[src/rtl/mem_arbiter.sv]
// Arbiter sharing one single-ported RAM between the icache and the dcache. The data side has priority.
// Define MEM_ARB_STATS_EN to add the icount/dcount completion counters.
module mem_arbiter #(
    parameter int unsigned STARVE_LIMIT = 4,
    parameter int unsigned CNT_W        = 4
) (
    input  logic        CLK,
    input  logic        nRST,
    input  logic        iREN,
    input  logic [31:0] iaddr,
    output logic        iwait,
    output logic [31:0] iload,
    input  logic        dREN,
    input  logic        dWEN,
    input  logic [31:0] daddr,
    input  logic [31:0] dstore,
    output logic        dwait,
    output logic [31:0] dload,
    output logic        ramREN,
    output logic        ramWEN,
    output logic [31:0] ramaddr,
    output logic [31:0] ramstore,
    input  logic [31:0] ramload,
    input  logic [1:0]  ramstate
`ifdef MEM_ARB_STATS_EN
    ,
    output logic [31:0] icount,
    output logic [31:0] dcount
`endif
);

    // state  | meaning
    // IDLE   | no grant; arbitrate for the next cycle
    // DSERVE | dcache owns the RAM until ACCESS or withdrawal
    // ISERVE | icache owns the RAM until ACCESS or withdrawal
    typedef enum logic [1:0] {
        IDLE   = 2'b00,
        DSERVE = 2'b01,
        ISERVE = 2'b10
    } state_t;

    localparam logic [1:0]       RAM_ACCESS = 2'b10;
    localparam logic [CNT_W-1:0] LIMIT      = CNT_W'(STARVE_LIMIT);

    state_t           state_q;
    logic [CNT_W-1:0] starve_cnt_q;
    logic             d_req;
    logic             d_done;
    logic             i_done;
    logic             starved;

    assign iload   = ramload;
    assign dload   = ramload;
    assign d_req   = dREN | dWEN;
    assign starved = iREN && (starve_cnt_q == LIMIT);

    always_comb begin
        ramREN   = 1'b0;
        ramWEN   = 1'b0;
        ramaddr  = 32'h0;
        ramstore = 32'h0;
        iwait    = 1'b1;
        dwait    = 1'b1;
        d_done   = 1'b0;
        i_done   = 1'b0;
        case (state_q)
            DSERVE: begin
                ramaddr  = daddr;
                ramstore = dstore;
                ramWEN   = dWEN;
                ramREN   = dREN & ~dWEN;
                // A withdrawn request never completes, even if the RAM reports ACCESS.
                if (d_req && (ramstate == RAM_ACCESS)) begin
                    dwait  = 1'b0;
                    d_done = 1'b1;
                end
            end
            ISERVE: begin
                ramaddr = iaddr;
                ramREN  = iREN;
                if (iREN && (ramstate == RAM_ACCESS)) begin
                    iwait  = 1'b0;
                    i_done = 1'b1;
                end
            end
            default: ;
        endcase
    end

    always_ff @(posedge CLK or negedge nRST) begin
        if (!nRST) begin
            state_q <= IDLE;
        end else begin
            case (state_q)
                IDLE: begin
                    if (d_req && !starved)
                        state_q <= DSERVE;
                    else if (iREN)
                        state_q <= ISERVE;
                end
                DSERVE: if (!d_req || d_done) state_q <= IDLE;
                ISERVE: if (!iREN || i_done) state_q <= IDLE;
                default: state_q <= IDLE;
            endcase
        end
    end

    always_ff @(posedge CLK or negedge nRST) begin
        if (!nRST)
            starve_cnt_q <= '0;
        else if (!iREN || i_done)
            starve_cnt_q <= '0;
        else if (d_done && (starve_cnt_q != LIMIT))
            starve_cnt_q <= starve_cnt_q + 1'b1;
    end

`ifdef MEM_ARB_STATS_EN
    logic [31:0] icount_q;
    logic [31:0] dcount_q;

    always_ff @(posedge CLK or negedge nRST) begin
        if (!nRST) begin
            icount_q <= 32'h0;
            dcount_q <= 32'h0;
        end else begin
            if (i_done) icount_q <= icount_q + 32'h1;
            if (d_done) dcount_q <= dcount_q + 32'h1;
        end
    end

    assign icount = icount_q;
    assign dcount = dcount_q;
`endif

endmodule

[config.mk]
export PLATFORM = sky130hd
export DESIGN_NAME = mem_arbiter
export DESIGN_NICKNAME = d
export VERILOG_FILES = /design/src/rtl/mem_arbiter.sv
export SDC_FILE = /design/constraint.sdc
export NUM_CORES = 1
export LEC_CHECK = 0
export ABC_AREA = 1
export BUFFER_PORTS_ARGS = -buffer_cell sky130_fd_sc_hd__buf_2
export CORE_AREA = 2 2 104 106
export DETAILED_ROUTE_END_ITERATION = 7
export DIE_AREA = 0 0 106 108
export MAX_ROUTING_LAYER = met4
export PLACE_DENSITY_LB_ADDON = 0.05
export SLEW_MARGIN = 40
export SYNTH_ARGS = -nofsm -noshare
export SYNTH_HDL_FRONTEND = slang
export SYNTH_SLANG_ARGS = --single-unit
[constraint.sdc]
create_clock -name CLK -period 2.8 [get_ports CLK]
set_input_delay 0 -clock CLK [delete_from_list [all_inputs] [get_ports CLK]]
set_output_delay 0 -clock CLK [all_outputs]
set_load 0.03 [all_outputs]
==> results of run 1 <==
-- power groups by stage --
stage          Sequential (mW)  Clock [mW]  Combinational, mW
5_1_grt                  0.117       0.146               1.93
2_1_floorplan            0.112           0               1.40
3_3_place_gp             0.115           0               1.80
3_5_place_dp             0.116           0               1.79
6_report                 0.115       0.131               1.76
4_1_cts                  0.115       0.138               1.80
-- worst paths after layout --
path,from,endpoint,slack (ns)
worst max-delay path,state_q[1]$_DFFE_PN0P_,ramaddr[12],0.82
worst min-delay path,ramload[10],dload[10],0.00002
worst max register to register,state_q[1]$_DFFE_PN0P_,starve_cnt_q[0]$_DFFE_PN0P_,1.04
worst min register to register,state_q[1]$_DFFE_PN0P_,state_q[1]$_DFFE_PN0P_,0.51
max in group asynchronous,nRST,starve_cnt_q[1]$_DFFE_PN0P_,2.50
min in group asynchronous,nRST,starve_cnt_q[3]$_DFFE_PN0P_,0.14
-- worst max-delay path, stage by stage (launching register included) --
cell and delay (ns):
dfrtp_1 0.39, inv_1 0.08, ha_2 0.51, buf_12 0.28
nand2_1 0.08, a21oi_1 0.17, buf_2 0.22
-- stage by stage --
| stage | cell area, um^2 | instances |
|---|---|---|
| after floorplan | 1680 | 310 |
| after global placement | 2190 | 541 |
| after detailed placement | 2190 | 541 |
| after CTS | 2240 | 545 |
| after global routing | 2240 | 547 |
| final | 2240 | 547 |
-- area by class of cell --
type | instances | share of cell area (%)
multi-input combinational | 177 | 35.6
antenna | 2 | 0.223
inverter | 49 | 8.19
sequential | 6 | 6.69
timing repair buffer | 174 | 39.9
clock buffer | 3 | 1.84
tap | 136 | 7.58
-- layer usage --
layer	wire [um]	up-vias	share of wire (%)	global-route usage, %
met2	3850	119	51	23.5
met1	2950	925	39	13.9
li1	-	1067	-	-
met3	602	10	8.0	4.34
met4	108	0	1.4	1.97
met5	0	-	0	-
-- logic make-up after synthesis --
kind of cell	after synthesis	share of synthesized area [%]
xor gates and xnor gates	1	0.520
AOI/OAI and AO/OA	36	10.9
buffers and inverters	127	43.8
adders and majority gates	5	3.71
DFF	6	8.92
and+or+nand+nor	135	32.1
-- state kept, by name, summed over array words and instances (netlist names) --
register / cells
starve_cnt_q: 4
state_q: 2
-- placed cells by master (no fill, tap or decap) --
cell	n
nand3_2	1
nor2_2	1
o21ai_2	1
xor2_1	1
buf_12	1
nand2_2	1
nor2_1	1
dlygate4sd3_1	1
nand4_1	3
inv_1	49
nand2_1	116
o21ai_0	1
ha_2	1
buf_4	2
ha_1	4
buf_2	170
a21oi_1	34
nand3_1	12
clkbuf_8	3
dfrtp_1	6
diode_2	2
-- what timing repair did --
item                                   4_1_cts  5_1_grt
hold buffers                                 1        0
endpoints found under the hold margin        6        0
setup buffers                                0        0
==> run metrics, run 1 <==
Crit Path Class=register to output pin; cell accounting for the most synthesized area=buf_4; f_max=~500 MHz; Ports=roughly 270; vias per cell=3.88; Internal=0.659 mW; largest net degree at the start of global routing=44; synth cell count leaders=116 x nand2_1, 67 x buf_4, 49 x inv_1; ranking of synthesized cells by area=buf_4 30%, nand2_1 26%, inv_1 11%, a21oi_1 10%, dfrtp_1 8.9%; final core occ=between 20% and 30%; status=finished clean; Slew HR=approximately two thirds; Final Max Slew Viols=0; chip width=106 um; Fill cells=around 1200; Seq. cell area=~150 um^2; most frequent cell after synthesis=nand2_1; share of layout cells above drive strength 1=44.3%; Startpoint Class=register; IO buf count=170; sequential share of power=5.7%; sw frac=between 60% and 70%; full die area=between 10000 and 15000 um^2; worst hold margin=~0.000015 ns; FP Rows=37; Seq/Total Area, Yosys=approximately 9%; flops & latches, synth=6; Num CTS Buffers=3; 1st-iter DRT viols=139; Syn Area/Cell=5.43 um^2; CTS tree=yes; Synth top area share=between 20% and 30%; worst slack, placed=between 1 and 1.5 ns; initial antenna violation count=2; Clock Path Buffers=2; synth-to-layout area growth=33.3%; gpl congestion=0.753; H-tree levels=1; Mapped Cells=310; number of flops mapped to enable cells by yosys=0; WL/cell=approximately 14 um; DPL Wire Length=6.22 mm; ys async rst share=100%; switching pwr=roughly 1.3 mW; Die H=108 um; Ys Warns=0; Yosys cell types=17; clk sinks=6; cell area power density=895 nW/um^2; ys flop type=dfrtp_1; Hold Crit Depth=0; synthesized area=about 1700 um^2; critical path fanouts, max=43; Final #Nets=between 500 and 600; footprint of the multi-input gates=about 800 um^2; Pleak=between 1.5 and 2 nW; root buf cell=clkbuf_8; Final min period=slightly below 2 ns; DRC=0; Tot Pwr=2.01 mW; fin crit share=70.7%; Final Hold Vio Count=0; Worst Reg2Reg Path Length in Cells=8; Logic pwr share=87.8%; skew final=0.00181 ns; Post-Synthesis Net Count=450; CP required=roughly 2.8 ns; clk_lat worst skew=0.22 ns; crit path DAT=roughly 2 ns; clock share of power=~6.5%; global-route wire length before repair=about 11 mm; Total Wirelength=about 7.5 mm; Resized Gates After CTS=0; Hold Path Class=input pin to output pin; gr ovfl total=0; Reg clk slew, reported paths=around 0.040 ns; Setup TNS Final=0 ns; Initial Util=between 10% and 20%; final worst slack=between 0.8 and 0.9 ns; vias in the first global route=a little over 2000; RSZ-0062 raised after global routing=false; max-cap viol count=0; via count=about 2100; Antenna Nets Post-Route=0; Final Setup Violations=0; Total GRT Usage=approximately an eighth; worst slew pin tran=approximately 0.51 ns; total iterations of the first detailed-routing run=6; Max IR drop VDD=0.243 mV; core footprint=between 10000 and 15000 um^2; CP endpoint kind=output pin
No activity file was read; power rests on OpenSTA's default activity.
==> run 2: changes to the inputs <==
Settings changed: CORE_AREA 2 2 104 106 to 2 2 102 104, DIE_AREA 0 0 106 108 to 0 0 104 106.
Clock period 2.8 ns to 1.8 ns, I/O delays scaled along.
==> run 2 against run 1 <==
Cell count stayed put. Register-to-register slack worse by 0.67 ns. Critical path type unchanged. Total power is 58% higher. Largest power group unchanged.
==> run metrics, run 2 (same netlist as run 1, synthesis figures left out) <==
DPL Wire Length=~5.7 mm; Resized Gates After CTS=0; Hold Crit Depth=0; clk sinks=6; Antenna Nets Post-Route=0; Startpoint Class=register; skew final=between 0.0009 and 0.001 ns; 1st-iter DRT viols=~110; Num CTS Buffers=3; largest net degree at the start of global routing=43; fin crit share=approximately nine tenths; hold path startpoint=ramload[10]; synth-to-layout area growth=35.1%; f_max=a little over 600 MHz; global-route wire length before repair=~11 mm; WL/cell=around 13 um; root buf cell=clkbuf_8; RSZ-0062 raised after global routing=false; Setup TNS Final=0 ns; gpl congestion=0.806; post-CTS setup buffer count=0; CP endpoint kind=output pin; status=finished clean; Reg-to-Reg Start=state_q[1]$_DFFE_PN0P_; Largest regs=starve_cnt_q: 4 flops, state_q: 2 flops; CP required=1.80 ns; Final Hold Vio Count=0; vias per cell=roughly 3.8; Initial Util=between 15 and 20%; Final min period=~1.7 ns; DRC=0; Total GRT Usage=12.1%; Final Max Slew Viols=0; core footprint=10000 um^2; clk_lat worst skew=between 0.2 and 0.25 ns; Hold Path Sink=dload[10]; Pleak=1.55 nW; vias in the first global route=1973; Die H=106 um; chip width=about 100 um; Final Non-Filler Cells=between 500 and 600; Crit Path Class=register to output pin; total iterations of the first detailed-routing run=4; gr ovfl total=0; commonest non-fill, non-tap cell in the layout=buf_2; crit path DAT=1.65 ns; Top reg by flops=starve_cnt_q; Cells after DPL=about 540; Worst Reg2Reg Path Length in Cells=8; Max IR drop VDD=~0.47 mV; Clock Path Buffers=2; Ports=between 200 and 300; via count=2057; Final Setup Violations=0; Hold Path Class=input pin to output pin; cell area power density=1400 nW/um^2; share of layout cells above drive strength 1=between 40% and 50%; final core occ=between 20% and 30%; full die area=11000 um^2; worst slew pin tran=0.233 ns; number of flip-flops in the largest register=4; H-tree levels=1; flop2flop setup slack=0.37 ns; Final #Nets=552; most frequent cells in the layout=170 x buf_2, 116 x nand2_1, 49 x inv_1; Total Wirelength=6.90 mm; reg-to-reg endpoint=starve_cnt_q[0]$_DFFE_PN0P_; critical path fanouts, max=23; initial antenna violation count=1; Reg clk slew, reported paths=~0.04 ns; IO buf count=170; FP Rows=37; max-cap viol count=0; CTS tree=yes; Slew HR=around 84%
==> run 2: changes by cell type in the layout (fill, tap and decap cells not counted) <==
cell,delta
buf_12,+2
buf_4,-1
diode_2,-1
==> run 2: metrics by stage <==
step	setup slack, ns	area, um^2	total power [mW]	hold slack [ns]
after floorplan	0.317	1680	2.35	-0.296
after global placement	0.358	2220	3.06	-0.151
after detailed placement	0.355	2220	3.03	-0.158
after CTS	0.116	2270	3.24	0.000299
after global routing	0.000700	2270	3.45	0.0000613
final	0.148	2270	3.17	0.0000145
==> run 2: where the power goes <==
group	switching [mW]	internal, mW
clock	0.0593	0.144
combinational	2.00	0.795
sequential	0.0190	0.158
total	2.08	1.10
==> run 2: worst max path at each step <==
stage / start / to / slack (ns)
floorplan: state_q[1]$_DFFE_PN0P_ / ramaddr[22] / 0.32
global placement: state_q[1]$_DFFE_PN0P_ / starve_cnt_q[0]$_DFFE_PN0P_ / 0.36
detailed placement: state_q[1]$_DFFE_PN0P_ / ramaddr[16] / 0.35
CTS: state_q[1]$_DFFE_PN0P_ / ramaddr[16] / 0.12
global route: state_q[1]$_DFFE_PN0P_ / ramaddr[15] / 0.0007
finish: state_q[1]$_DFFE_PN0P_ / ramaddr[16] / 0.15
==> run 2: final cells by class <==
| cell class | instances | area, um^2 |
|---|---|---|
| Sequential cell | 6 | 150 |
| Multi-Input combinational cell | 177 | 798 |
| Timing Repair Buffer | 175 | 928 |
| Inverter | 49 | 184 |
| Tap cell | 136 | 170 |
| Fill cell | 1191 | 7720 |
| Clock buffer | 3 | 41.3 |
| Antenna cell | 1 | 2.50 |
==> run 2: worst max-delay path, stage by stage (launching register included) <==
cell	delay [ns]
dfrtp_1	0.38
inv_1	0.09
ha_2	0.24
buf_4	0.27
nand2_1	0.09
a21oi_1	0.15
buf_2	0.21
==> run 2: repair_timing <==
item                                    CTS  global route
endpoints found under the setup margin    0             0
hold buffers                              1             0
hold endpoints to repair                  6             0
==> run 2: layer usage <==
layer / GRT usage [%] / wire [um]
met3: 3.13 / 596
met5: - / 0
met2: 22.1 / 3540
met1: 13.4 / 2720
met4: 2.12 / 42
==> run 3: changes to the inputs <==
Settings changed: CORE_AREA 2 2 102 104 to 2 2 104 106, CTS_BUF_LIST from default to sky130_fd_sc_hd__clkbuf_4, DIE_AREA 0 0 104 106 to 0 0 106 108.
==> run 3 against run 2 <==
Sequential power is essentially flat. Cell count increased by 0.18%. Register-to-register slack got worse by 0.08 ns. Combinational power barely moved. Utilization shrank 0.67 points. First-iteration DRC count rose by 3.6%. Critical path type unchanged.
==> run metrics, run 3 (same netlist as run 1, synthesis figures left out) <==
post-route cell area=2260 um^2; WL/cell=~13 um; Final Max Slew Viols=0; chip width=between 100 and 150 um; crit path DAT=1.70 ns; Top reg by flops=starve_cnt_q; skew final=0.00919 ns; f_max=between 500 and 600 MHz; DPL Wire Length=~6.2 mm; number of flip-flops in the largest register=4; Total Wirelength=approximately 7.4 mm; Ports=between 200 and 300; worst hold margin=~0.000015 ns; IO buf count=between 150 and 200; max layer used=met4; FP Rows=37; Pleak=about 1.5 nW; Largest regs=starve_cnt_q: 4 flops, state_q: 2 flops; Clock Path Buffers=2; Hold Path Class=input pin to output pin; share of layout cells above drive strength 1=between 40% and 50%; full die area=roughly 11000 um^2; status=finished clean; H-tree levels=1; Max IR drop VDD=0.689 mV; via count=2090; Reg clk slew, reported paths=~0.050 ns; commonest non-fill, non-tap cell in the layout=buf_2; clk sinks=6; metal1 wirelength=2.74 mm; area post-placement=roughly 2200 um^2; largest net degree at the start of global routing=33; Die H=between 100 and 150 um; Final Setup Violations=0; metal2 WL=just over 4 mm; gr ovfl total=0; RSZ-0062 raised after global routing=true; worst slew pin tran=between 0.2 and 0.3 ns; clk_lat worst skew=approximately 0.25 ns; critical path fanouts, max=15; Total GRT Usage=between 10% and 20%; post-CTS setup buffer count=0; diode count=0; vias in the first global route=2013; Initial Util=16.5%; Final Hold Vio Count=0; cell area power density=~1400 nW/um^2; Antenna Nets Post-Route=0; core footprint=10200 um^2; CP required=roughly 1.8 ns; DRC=0; 1st-iter DRT viols=115; CP endpoint kind=output pin; max-cap viol count=0; root buf cell=clkbuf_4; gpl congestion=about 0.75; Num CTS Buffers=3; global-route wire length before repair=10.7 mm; Crit Path Class=register to output pin; fin crit share=94.7%; Slew HR=approximately four fifths; Tot Pwr=slightly above 3 mW; initial antenna violation count=0; Final #Nets=between 500 and 600; most frequent cells in the layout=170 x buf_2, 116 x nand2_1, 49 x inv_1; total iterations of the first detailed-routing run=4; met3 wire length=approximately 540 um; Final min period=between 1.5 and 2 ns; synth-to-layout area growth=34.1%; vias per cell=between 3 and 4; Startpoint Class=register; CTS tree=yes; Setup TNS Final=0 ns
==> run 3: cell types whose count changed in the layout (fill, tap and decap cells not counted) <==
| cell | previous run | this run |
|---|---|---|
| buf_4 | 1 | 2 |
| clkbuf_4 | 0 | 3 |
| clkbuf_8 | 3 | 0 |
| buf_12 | 3 | 1 |
| diode_2 | 1 | 0 |
| buf_8 | 0 | 1 |
| buf_6 | 0 | 2 |
==> run 3: repair_timing <==
item	4_1_cts	5_1_grt
resized for setup	1	6
endpoints found under the setup margin	1	33
hold endpoints to repair	6	0
hold buffers	1	0
==> run 3: critical path, stage by stage (launching register included) <==
cell	delay, ns
dfrtp_1	0.40
inv_1	0.09
ha_2	0.27
buf_4	0.24
nand2_1	0.10
a21oi_1	0.14
buf_2	0.21
==> run 3: cell type report <==
type	instances	area, um^2
Inverter	49	184
Timing Repair Buffer	177	933
Clock buffer	3	22.5
Multi-Input combinational cell	177	798
Sequential cell	6	150
Fill cell	1242	7970
Tap cell	136	170
==> run 3: path summary, 6_finish.rpt <==
| check | cells after the start | start | endpoint | slack, ns |
|---|---|---|---|---|
| worst max-delay path | 6 | state_q[1]$_DFFE_PN0P_ | ramaddr[22] | 0.1 |
| worst min-delay path | 0 | ramload[10] | dload[10] | 0.00002 |
| worst max register to register | 8 | state_q[1]$_DFFE_PN0P_ | starve_cnt_q[3]$_DFFE_PN0P_ | 0.29 |
| worst min register to register | 2 | state_q[0]$_DFFE_PN0P_ | state_q[0]$_DFFE_PN0P_ | 0.53 |
| max in group asynchronous | 2 | nRST | starve_cnt_q[0]$_DFFE_PN0P_ | 1.53 |
| min in group asynchronous | 2 | nRST | starve_cnt_q[1]$_DFFE_PN0P_ | 0.11 |
==> run 3: layer usage <==
layer	vias to the layer above	track usage [%]
met2	109	23.8
met3	6	2.71
met5	-	-
met4	0	2.63
li1	1067	-
met1	908	12.7
==> run 3: through the flow <==
stage	std cells	utilization, %	setup WS [ns]
after floorplan	310	-	0.317
after global placement	544	21.5	0.242
after detailed placement	544	21.5	0.272
after CTS	548	21.8	0.0124
after global routing	548	22.1	-0.0372
final	548	22.1	0.0958
==> run 3: report_power, final <==
group	switching [mW]	internal [mW]
Clock	0.0534	0.0758
Sequential	0.0208	0.157
Combinational	2.03	0.779
